--- config.mk ---
export PLATFORM = sky130hd
export DESIGN_NAME = find_extreme_scanner
export DESIGN_NICKNAME = d
export VERILOG_FILES = /design/src/rtl/find_extreme_scanner.sv
export SDC_FILE = /design/constraint.sdc
export NUM_CORES = 1
export LEC_CHECK = 0
export CAP_MARGIN = 20
export CELL_PAD_IN_SITES_DETAIL_PLACEMENT = 0
export CELL_PAD_IN_SITES_GLOBAL_PLACEMENT = 1
export CORE_MARGIN = 4
export CORE_UTILIZATION = 37
export DETAILED_ROUTE_END_ITERATION = 10
export GPL_TIMING_DRIVEN = 0
export PLACE_DENSITY = 0.78
export SYNTH_ARGS = -nofsm -noshare
export SYNTH_HDL_FRONTEND = slang
export SYNTH_SLANG_ARGS = --single-unit
export TNS_END_PERCENT = 100
--- constraint.sdc ---
create_clock -name clk_in -period 2.8 [get_ports clk_in]
set_input_delay 0.42 -clock clk_in [delete_from_list [all_inputs] [get_ports clk_in]]
set_output_delay 0.42 -clock clk_in [all_outputs]
set_load 0.01 [all_outputs]
--- src/rtl/find_extreme_scanner.sv ---
// Sweeps DEPTH words of a synchronous RAM port and reports the max (MODE=0) or min (MODE=1)
// value together with the lowest address holding it; finishb pulses once the result is final.
module find_extreme_scanner #(
    parameter int DATA_W = 8,
    parameter int ADDR_W = 7,
    parameter int DEPTH  = 128,
    parameter int RD_LAT = 2,
    parameter int MODE   = 0,
    parameter int SIGNED = 0
) (
    input  logic              clk_in,
    input  logic              rst_n,
    input  logic              readyb,
    input  logic              abort,
    input  logic [DATA_W-1:0] dout,
    output logic [ADDR_W-1:0] addr,
    output logic              busy,
    output logic              finishb,
    output logic [DATA_W-1:0] ext_data,
    output logic [ADDR_W-1:0] ext_addr,
    output logic              ext_valid,
    output logic              no_ext_flag
);

    localparam int CNT_W = 3;
    localparam logic [ADDR_W-1:0] LAST_ADDR  = ADDR_W'(DEPTH - 1);
    localparam logic [CNT_W-1:0]  LAST_DRAIN = CNT_W'(RD_LAT - 1);

    typedef enum logic [1:0] {S_IDLE, S_READ, S_DRAIN, S_DONE} state_t;

    state_t              state_q, state_d;
    logic                readyb_q;
    logic                start;
    logic                start_sweep;
    logic                enter_done;
    logic [ADDR_W-1:0]   addr_q, addr_d;
    logic [CNT_W-1:0]    drain_cnt_q, drain_cnt_d;
    logic                busy_q, busy_d;
    logic                finishb_q, finishb_d;

    logic [RD_LAT-1:0]   pipe_vld_q;
    logic [ADDR_W-1:0]   pipe_addr_q [RD_LAT];
    logic                smp_vld;
    logic [ADDR_W-1:0]   smp_addr;

    logic [DATA_W-1:0]   run_data_q, run_data_d;
    logic [ADDR_W-1:0]   run_addr_q, run_addr_d;
    logic [DATA_W-1:0]   first_data_q, first_data_d;
    logic                have_first_q, have_first_d;
    logic                diff_q, diff_d;
    logic                better;

    logic [DATA_W-1:0]   ext_data_q, ext_data_d;
    logic [ADDR_W-1:0]   ext_addr_q, ext_addr_d;
    logic                ext_valid_q, ext_valid_d;
    logic                no_ext_q, no_ext_d;

    // readyb_q resets high so a level already present at reset release is not an edge
    assign start       = readyb & ~readyb_q;
    assign start_sweep = (state_q == S_IDLE) && start && !abort;
    assign enter_done  = (state_q == S_DRAIN) && (state_d == S_DONE);
    assign smp_vld     = pipe_vld_q[RD_LAT-1];
    assign smp_addr    = pipe_addr_q[RD_LAT-1];

    always_ff @(posedge clk_in or negedge rst_n) begin
        if (!rst_n) begin
            state_q <= S_IDLE;
        end else begin
            state_q <= state_d;
        end
    end

    always_comb begin
        state_d = state_q;
        case (state_q)
            S_IDLE:  if (start && !abort) state_d = S_READ;
            S_READ: begin
                if (abort)                   state_d = S_IDLE;
                else if (addr_q == LAST_ADDR) state_d = S_DRAIN;
            end
            S_DRAIN: begin
                if (abort)                          state_d = S_IDLE;
                else if (drain_cnt_q == LAST_DRAIN) state_d = S_DONE;
            end
            S_DONE:  state_d = S_IDLE;
            default: state_d = S_IDLE;
        endcase
    end

    always_comb begin
        addr_d      = '0;
        drain_cnt_d = '0;
        busy_d      = 1'b0;
        finishb_d   = 1'b0;
        case (state_d)
            S_READ: begin
                busy_d = 1'b1;
                addr_d = (state_q == S_READ) ? addr_q + 1'b1 : '0;
            end
            S_DRAIN: begin
                busy_d      = 1'b1;
                drain_cnt_d = (state_q == S_DRAIN) ? drain_cnt_q + 1'b1 : '0;
            end
            S_DONE:  finishb_d = 1'b1;
            default: ;
        endcase
    end

    // Each issued address travels alongside its read so it meets the matching dout
    always_ff @(posedge clk_in or negedge rst_n) begin
        if (!rst_n) begin
            pipe_vld_q <= '0;
            for (int i = 0; i < RD_LAT; i++) pipe_addr_q[i] <= '0;
        end else begin
            pipe_vld_q[0]  <= (state_q == S_READ) & ~abort;
            pipe_addr_q[0] <= addr_q;
            for (int i = 1; i < RD_LAT; i++) begin
                pipe_vld_q[i]  <= pipe_vld_q[i-1] & ~abort;
                pipe_addr_q[i] <= pipe_addr_q[i-1];
            end
        end
    end

    always_comb begin
        better = 1'b0;
        if (SIGNED != 0) begin
            better = (MODE != 0) ? ($signed(dout) < $signed(run_data_q))
                                 : ($signed(dout) > $signed(run_data_q));
        end else begin
            better = (MODE != 0) ? (dout < run_data_q) : (dout > run_data_q);
        end
    end

    always_comb begin
        run_data_d   = run_data_q;
        run_addr_d   = run_addr_q;
        first_data_d = first_data_q;
        have_first_d = have_first_q;
        diff_d       = diff_q;
        if (start_sweep) begin
            have_first_d = 1'b0;
            diff_d       = 1'b0;
        end else if (smp_vld) begin
            if (!have_first_q) begin
                run_data_d   = dout;
                run_addr_d   = smp_addr;
                first_data_d = dout;
                have_first_d = 1'b1;
            end else begin
                // Strict compare only: a tie keeps the earlier address
                if (better) begin
                    run_data_d = dout;
                    run_addr_d = smp_addr;
                end
                if (dout != first_data_q) diff_d = 1'b1;
            end
        end
    end

    always_comb begin
        ext_data_d  = ext_data_q;
        ext_addr_d  = ext_addr_q;
        ext_valid_d = ext_valid_q;
        no_ext_d    = no_ext_q;
        if (start_sweep) begin
            ext_data_d  = '0;
            ext_addr_d  = '0;
            ext_valid_d = 1'b0;
            no_ext_d    = 1'b0;
        end else if (enter_done) begin
            ext_data_d  = run_data_d;
            ext_addr_d  = run_addr_d;
            ext_valid_d = 1'b1;
            no_ext_d    = ~diff_d;
        end
    end

    always_ff @(posedge clk_in or negedge rst_n) begin
        if (!rst_n) begin
            readyb_q     <= 1'b1;
            addr_q       <= '0;
            drain_cnt_q  <= '0;
            busy_q       <= 1'b0;
            finishb_q    <= 1'b0;
            run_data_q   <= '0;
            run_addr_q   <= '0;
            first_data_q <= '0;
            have_first_q <= 1'b0;
            diff_q       <= 1'b0;
            ext_data_q   <= '0;
            ext_addr_q   <= '0;
            ext_valid_q  <= 1'b0;
            no_ext_q     <= 1'b0;
        end else begin
            readyb_q     <= readyb;
            addr_q       <= addr_d;
            drain_cnt_q  <= drain_cnt_d;
            busy_q       <= busy_d;
            finishb_q    <= finishb_d;
            run_data_q   <= run_data_d;
            run_addr_q   <= run_addr_d;
            first_data_q <= first_data_d;
            have_first_q <= have_first_d;
            diff_q       <= diff_d;
            ext_data_q   <= ext_data_d;
            ext_addr_q   <= ext_addr_d;
            ext_valid_q  <= ext_valid_d;
            no_ext_q     <= no_ext_d;
        end
    end

    assign addr        = addr_q;
    assign busy        = busy_q;
    assign finishb     = finishb_q;
    assign ext_data    = ext_data_q;
    assign ext_addr    = ext_addr_q;
    assign ext_valid   = ext_valid_q;
    assign no_ext_flag = no_ext_q;

endmodule

==> flow_metrics.tcl, run 1 <==
set metrics [dict create \
    outcome "finished clean" \
    overflow 0 \
    max-cap-violations 0 \
    p_comb_frac 0.161 \
    grt_first_pass_wirelength_um 12990 \
    design.die.area_um2 11050 \
    finalCoreUtilization 0.4649 \
    postSynth.asyncResetShare 1.000 \
    drt_first_iter_violations 65 \
    layout-drive-gt1-share 0.1833 \
    io_pins 38 \
    final_wtd_congestion 0.8131 \
    std_cell_rows 35 \
    worst_ep_required_time_ns 3.06 \
    vdd_ir_drop_max_v 0.0004419 \
    ctsHtreeMaxLevel 3 \
    layout.area.seq_um2 1828 \
    most-common-layout-cells "dfrtp_1 (72), clkdlybuf4s50_1 (36), inv_1 (26)" \
    yosysSeqAreaShare 0.5237 \
    drc 0 \
    criticalPathCategory "primary input to flip-flop" \
    timing.max_slew.rel_slack 0.4913 \
    synth_flop_cell "dfrtp_1" \
    p_leak_nw 1.899 \
    synth.yosys.warnings 0 \
    worst_r2r_path_depth 8 \
    layout_cells_excl_fill 471 \
    crit_path_cell_trace "clkdlybuf4s50_1 -> or3b_4 -> or3_1 -> o21ai_2 -> ha_2 -> nand2_1 -> clkbuf_2 -> o211ai_1" \
    crit_path_start "abort" \
    die_x_um 105.1 \
    avgRoutedWirePerCell_um 16.25 \
    portBuffers 37 \
    count_of_flip_flops_with_a_built_in_enable_after_synthesis 0 \
    dp_cells 453 \
    share_seq_of_total_power 0.485 \
    power_switching_share 0.2761 \
    cp-end-kind "flip-flop" \
    synth.avg_cell_area_um2 11.48 \
    fin_skew_ns 0.009938 \
    netlist_instances 304 \
    rrSetupSlack_ns 0.27 \
    wirelength_um 7656 \
    grt_antenna_before_repair 0 \
    final.setup.tns_ns 0 \
    setup_viol_count_final 0 \
    clk_pin_slew_worst_paths_ns 0.07 \
    detailed_place_hpwl_um 5196 \
    power.clock.fraction 0.353 \
    critPathTopFamily "simple AND/OR/NAND/NOR gates" \
    pin_slew_with_the_least_headroom_to_its_limit_ns 0.7631 \
    final.fill_count 879 \
    crit_cells 8 \
    worst_path_max_delay_cell "clkdlybuf4s50_1" \
    critical_path_buf_inv_count 2 \
    powerDensity_nw_per_um2 576.9 \
    setup_slack_ns 0.1491 \
    tritoncts_num_sinks 73 \
    first_global_vias 2556 \
    gr-usage-all-layers 0.1485 \
    post_synth_num_cell_types 41 \
    arrival_ns 2.91 \
    cp_max_fo 10 \
    diodes 0 \
    timing.critical_path.to "ext_data[7]$_DFFE_PN0P_" \
    clk_path_buf_depth 2 \
    fp.dieH_um 105.1 \
    detail-route-antenna-nets 0 \
    initial_utilization 0.3796 \
    via_per_inst 5.308 \
    cts_buffers 9 \
    rsz_0062_raised_after_global_routing "false" \
    reg2reg_from "addr[0]$_DFF_PN0_" \
    switching_power_mw 0.6810 \
    critPathLaunchType "primary input" \
    core_um2 9196 \
    grt_start_max_net_pins 49 \
    synth_fp_nets 330 \
    tritoncts_clock_tree "built" \
    timing.final.hold_violations 0 \
    worst_r2r_endpoint "ext_data[7]$_DFFE_PN0P_" \
    routed-via-count 2500 \
    pre_cts_ws_ns -0.4923 \
    post-route-period-util 0.9468 \
    clock_latency_ns 0.35 \
    ctsRootBufferMaster "clkbuf_8" \
    final-max-slew-violation-count 0 \
    synth_cell_area_um2 3491 \
    hold_path_class "flip-flop to flip-flop" \
    period_needed_ns 2.651 \
    cell_internal_pwr_mw 1.786 \
    multi_input_area_um2 1476 \
    fmax_ghz 0.3772 \
    critical_path.max_stage_delay_ns 0.51 \
    ffs_latches_synth 73 \
    firstDrtPassIters 4 \
    most_common_library_cell_in_the_layout_ignoring_fill_and_taps "dfrtp_1" \
    layout_net_count 381 \
    area_growth_pct 22.47 \
]
-- kinds of logic (layout without fill, tap and decap cells) --
group / Yosys count / count (layout) / share of synthesized area
AOI/OAI and AO/OA: 92 / 92 / 0.2151
DFF: 73 / 73 / 0.5237
and+or+nand+nor: 62 / 62 / 0.08638
buffers and inverters: 41 / 97 / 0.05520
adders and majority gates: 14 / 14 / 0.05018
xor gates and xnor gates: 14 / 14 / 0.03513
muxes: 8 / 8 / 0.03441
-- how the worst min path moves through the flow --
stage                                        to  cells past startpoint  slack, ns                     start
after detailed placement  smp_addr[0]$_DFF_PN0_                      0       0.33  pipe_addr_q[7]$_DFF_PN0_
after CTS                 smp_addr[0]$_DFF_PN0_                      0       0.35  pipe_addr_q[7]$_DFF_PN0_
after floorplan               addr[0]$_DFF_PN0_                      0       0.12                     rst_n
after global routing      smp_addr[0]$_DFF_PN0_                      0       0.36  pipe_addr_q[7]$_DFF_PN0_
after global placement    smp_addr[0]$_DFF_PN0_                      0       0.33  pipe_addr_q[7]$_DFF_PN0_
final                     smp_addr[0]$_DFF_PN0_                      0       0.35  pipe_addr_q[7]$_DFF_PN0_
-- stage by stage --
stage / power [mW] / area (µm²) / hold WS (ns)
after floorplan: 1.482 / 3491 / 0.1244
after global placement: 1.598 / 4000 / 0.3315
after detailed placement: 1.612 / 4025 / 0.3347
after CTS: 2.494 / 4257 / 0.3516
after global routing: 2.595 / 4275 / 0.3580
final: 2.467 / 4275 / 0.3504
-- cell type report --
| class | instances | share of cell area |
|---|---|---|
| buffer | 15 | 0.02517 |
| clock buffer | 11 | 0.03541 |
| clock inverter | 5 | 0.01463 |
| inverter | 26 | 0.02283 |
| multi-input combinational | 190 | 0.3453 |
| sequential | 73 | 0.4276 |
| tap | 111 | 0.03248 |
| timing repair buffer | 40 | 0.09658 |
-- registers in the layout, summed over array words and instances, names as in the netlist --
name,cells
addr,7
busy,1
diff_q,1
drain_cnt_q,3
ext_addr,7
ext_data,8
ext_valid,1
finishb,1
first_data_q,8
have_first_q,1
no_ext_flag,1
pipe_addr_q,7
pipe_vld_q,2
readyb_q,1
run_addr_q,7
run_data_q,8
smp_addr,7
state_q,2
-- power groups by stage --
stage	sequential, mW	clock, mW	combinational, mW
global placement	1.21	0	0.384
floorplan	1.21	0	0.276
CTS	1.20	0.897	0.400
global route	1.21	0.937	0.449
detailed placement	1.22	0	0.396
finish	1.20	0.872	0.398
-- per-layer routing --
layer  up-vias  global-route usage  wire length, µm  share of wire
li1       1186                   -                -              -
met1      1252              0.1902             3523           0.46
met2        55              0.2447             3726           0.49
met3         7             0.03706              337          0.044
met4         0             0.05061               69         0.0090
met5         -                   0                0              0
-- cells in the mapped netlist (6+ instances only) --
master,count,area (µm²)
nand2_1,23,86.33
a21boi_0,8,60.06
dfrtp_1,72,1802
mux2_4,8,120.1
o21ai_0,16,80.08
clkbuf_1,7,26.28
ha_1,14,175.2
o2111ai_2,10,150.1
o211ai_2,10,125.1
inv_1,26,97.59
xor2_1,11,96.34
nor2_1,14,52.55
a31oi_1,16,100.1
o211ai_1,6,45.04
a21oi_1,11,55.05
-- timing repair --
action,in CTS,in global routing
resized for setup,4,7
hold buffers,1,0
setup endpoints to repair,10,10
setup buffers,0,1
hold endpoints to repair,25,0
pin swaps,0,1
cloned,0,0
No activity file was read; power rests on OpenSTA's default activity.
==> inputs of run 2 (changes only) <==
PLACE_DENSITY = unset   (was 0.78)
PLACE_DENSITY_LB_ADDON = 0.1   (was unset)
SLEW_MARGIN = 40   (was unset)
==> flow_metrics.tcl, run 2 (synthesis results as in run 1) <==
set metrics [dict create \
    outcome "finished clean" \
    most_common_library_cell_in_the_layout_ignoring_fill_and_taps "dfrtp_1" \
    timing.hold.worst_path_depth 0 \
    clk_path_buf_depth 2 \
    grt_antenna_before_repair 0 \
    timing.hold.worst_endpoint "smp_addr[5]$_DFF_PN0_" \
    powerDensity_nw_per_um2 557.7 \
    most-common-layout-cells "dfrtp_1 (72), clkdlybuf4s50_1 (35), inv_1 (26)" \
    fp.dieH_um 105.1 \
    drc 0 \
    setup_viol_count_final 0 \
    worst_r2r_endpoint "ext_data[7]$_DFFE_PN0P_" \
    firstDrtPassIters 4 \
    fmax_ghz 0.3878 \
    arrival_ns 2.86 \
    final-max-slew-violation-count 0 \
    cp-end-kind "flip-flop" \
    layout-drive-gt1-share 0.1906 \
    detailed_place_hpwl_um 5373 \
    via_per_inst 5.180 \
    clock_latency_ns 0.35 \
    pin_slew_with_the_least_headroom_to_its_limit_ns 0.7462 \
    routed-via-count 2450 \
    max-cap-violations 0 \
    cp_max_fo 10 \
    final_wtd_congestion 0.7977 \
    avgRoutedWirePerCell_um 16.96 \
    vdd_ir_drop_max_v 0.0004050 \
    final.setup.tns_ns 0 \
    overflow 0 \
    finalCoreUtilization 0.4649 \
    detail-route-antenna-nets 0 \
    dp_cells 453 \
    worst_ep_required_time_ns 3.08 \
    grt_start_max_net_pins 60 \
    ctsRootBufferMaster "clkbuf_8" \
    core_um2 9196 \
    clk_pin_slew_worst_paths_ns 0.09 \
    critPathLaunchType "primary input" \
    initial_utilization 0.3796 \
    fin_skew_ns 0.01398 \
    layout_cells_excl_fill 473 \
    post-route-period-util 0.9211 \
    reg2reg_from "addr[0]$_DFF_PN0_" \
    period_needed_ns 2.579 \
    timing.hold.worst.start "pipe_addr_q[12]$_DFF_PN0_" \
    hold-worst-slack_ns 0.3543 \
    criticalPathCategory "primary input to flip-flop" \
    layout_net_count 383 \
    worst_r2r_path_depth 12 \
    design.die.area_um2 11050 \
    p_leak_nw 1.911 \
    timing.final.hold_violations 0 \
    io_pins 38 \
    ctsHtreeMaxLevel 3 \
    die_x_um 105.1 \
    wirelength_um 8023 \
    hold_path_class "flip-flop to flip-flop" \
    area_growth_pct 22.47 \
    tritoncts_num_sinks 73 \
    diodes 0 \
    rsz_0062_raised_after_global_routing "false" \
    first_global_vias 2546 \
    final.fill_count 889 \
    drt_first_iter_violations 76 \
    portBuffers 37 \
    tritoncts_clock_tree "built" \
    setup_slack_ns 0.2211 \
    pre_cts_ws_ns -0.5572 \
    rrSetupSlack_ns 0.31 \
    grt_first_pass_wirelength_um 13500 \
    cts_buffers 9 \
    gr-usage-all-layers 0.1563 \
    timing.max_slew.rel_slack 0.5025 \
    std_cell_rows 35 \
]
run 2: timing repair:
item / in CTS / in global routing
hold endpoints to repair: 14 / 0
setup buffers: 0 / 2
endpoints found under the setup margin: 11 / 19
pin swaps: 1 / 0
resized for setup: 6 / 8
hold buffers: 1 / 0
run 2: metrics by stage:
step / area (µm²) / total power, mW
after global placement: 4000 / 1.606
after detailed placement: 4029 / 1.614
after global routing: 4275 / 2.523
final: 4275 / 2.384
after floorplan: 3491 / 1.482
after CTS: 4234 / 2.406
run 2: worst max-delay path by stage:
stage | endpoint | startpoint | slack, ns | cells past startpoint
global route | ext_addr[3]$_DFFE_PN0P_ | dout[7] | 0.02 | 7
CTS | ext_data[4]$_DFFE_PN0P_ | abort | 0.004 | 11
floorplan | ext_data[7]$_DFFE_PN0P_ | addr[0]$_DFF_PN0_ | 0.47 | 9
finish | ext_data[2]$_DFFE_PN0P_ | dout[1] | 0.22 | 8
global placement | addr[3]$_DFF_PN0_ | rst_n | -1.34 | 1
detailed placement | ext_data[4]$_DFFE_PN0P_ | abort | -0.56 | 11
run 2: cell type report:
type                            count  area (µm²)  share of cell area
Clock buffer                        9       123.9             0.02897
Sequential cell                    73        1828              0.4276
Tap cell                          111       138.9             0.03248
Buffer                             15       110.1             0.02575
Inverter                           26       97.59             0.02283
Clock inverter                      7       58.81             0.01375
Timing Repair Buffer               42       437.9              0.1024
Multi-Input combinational cell    190        1480              0.3462
run 2: routing by layer:
metal / GRT usage / vias up / part of all wire
met5: 0 / - / 0
met4: 0.04780 / 0 / 0.013
met3: 0.04262 / 9 / 0.035
met2: 0.2507 / 36 / 0.47
met1: 0.2062 / 1213 / 0.48
li1: - / 1192 / -
run 2: worst max-delay path, cell delays in order:
cell and delay [ns]:
clkdlybuf4s50_1 0.54, ha_1 0.36, nor2b_1 0.14, o211ai_1 0.11, a21oi_1 0.60, buf_2 0.45
o2111ai_2 0.15, o211ai_2 0.08
run 2: where the power goes:
group	switching (mW)	internal, mW	total [mW]
registers	0.0553	1.14	1.20
clock network	0.445	0.337	0.782
logic	0.221	0.185	0.406
total	0.721	1.66	2.38
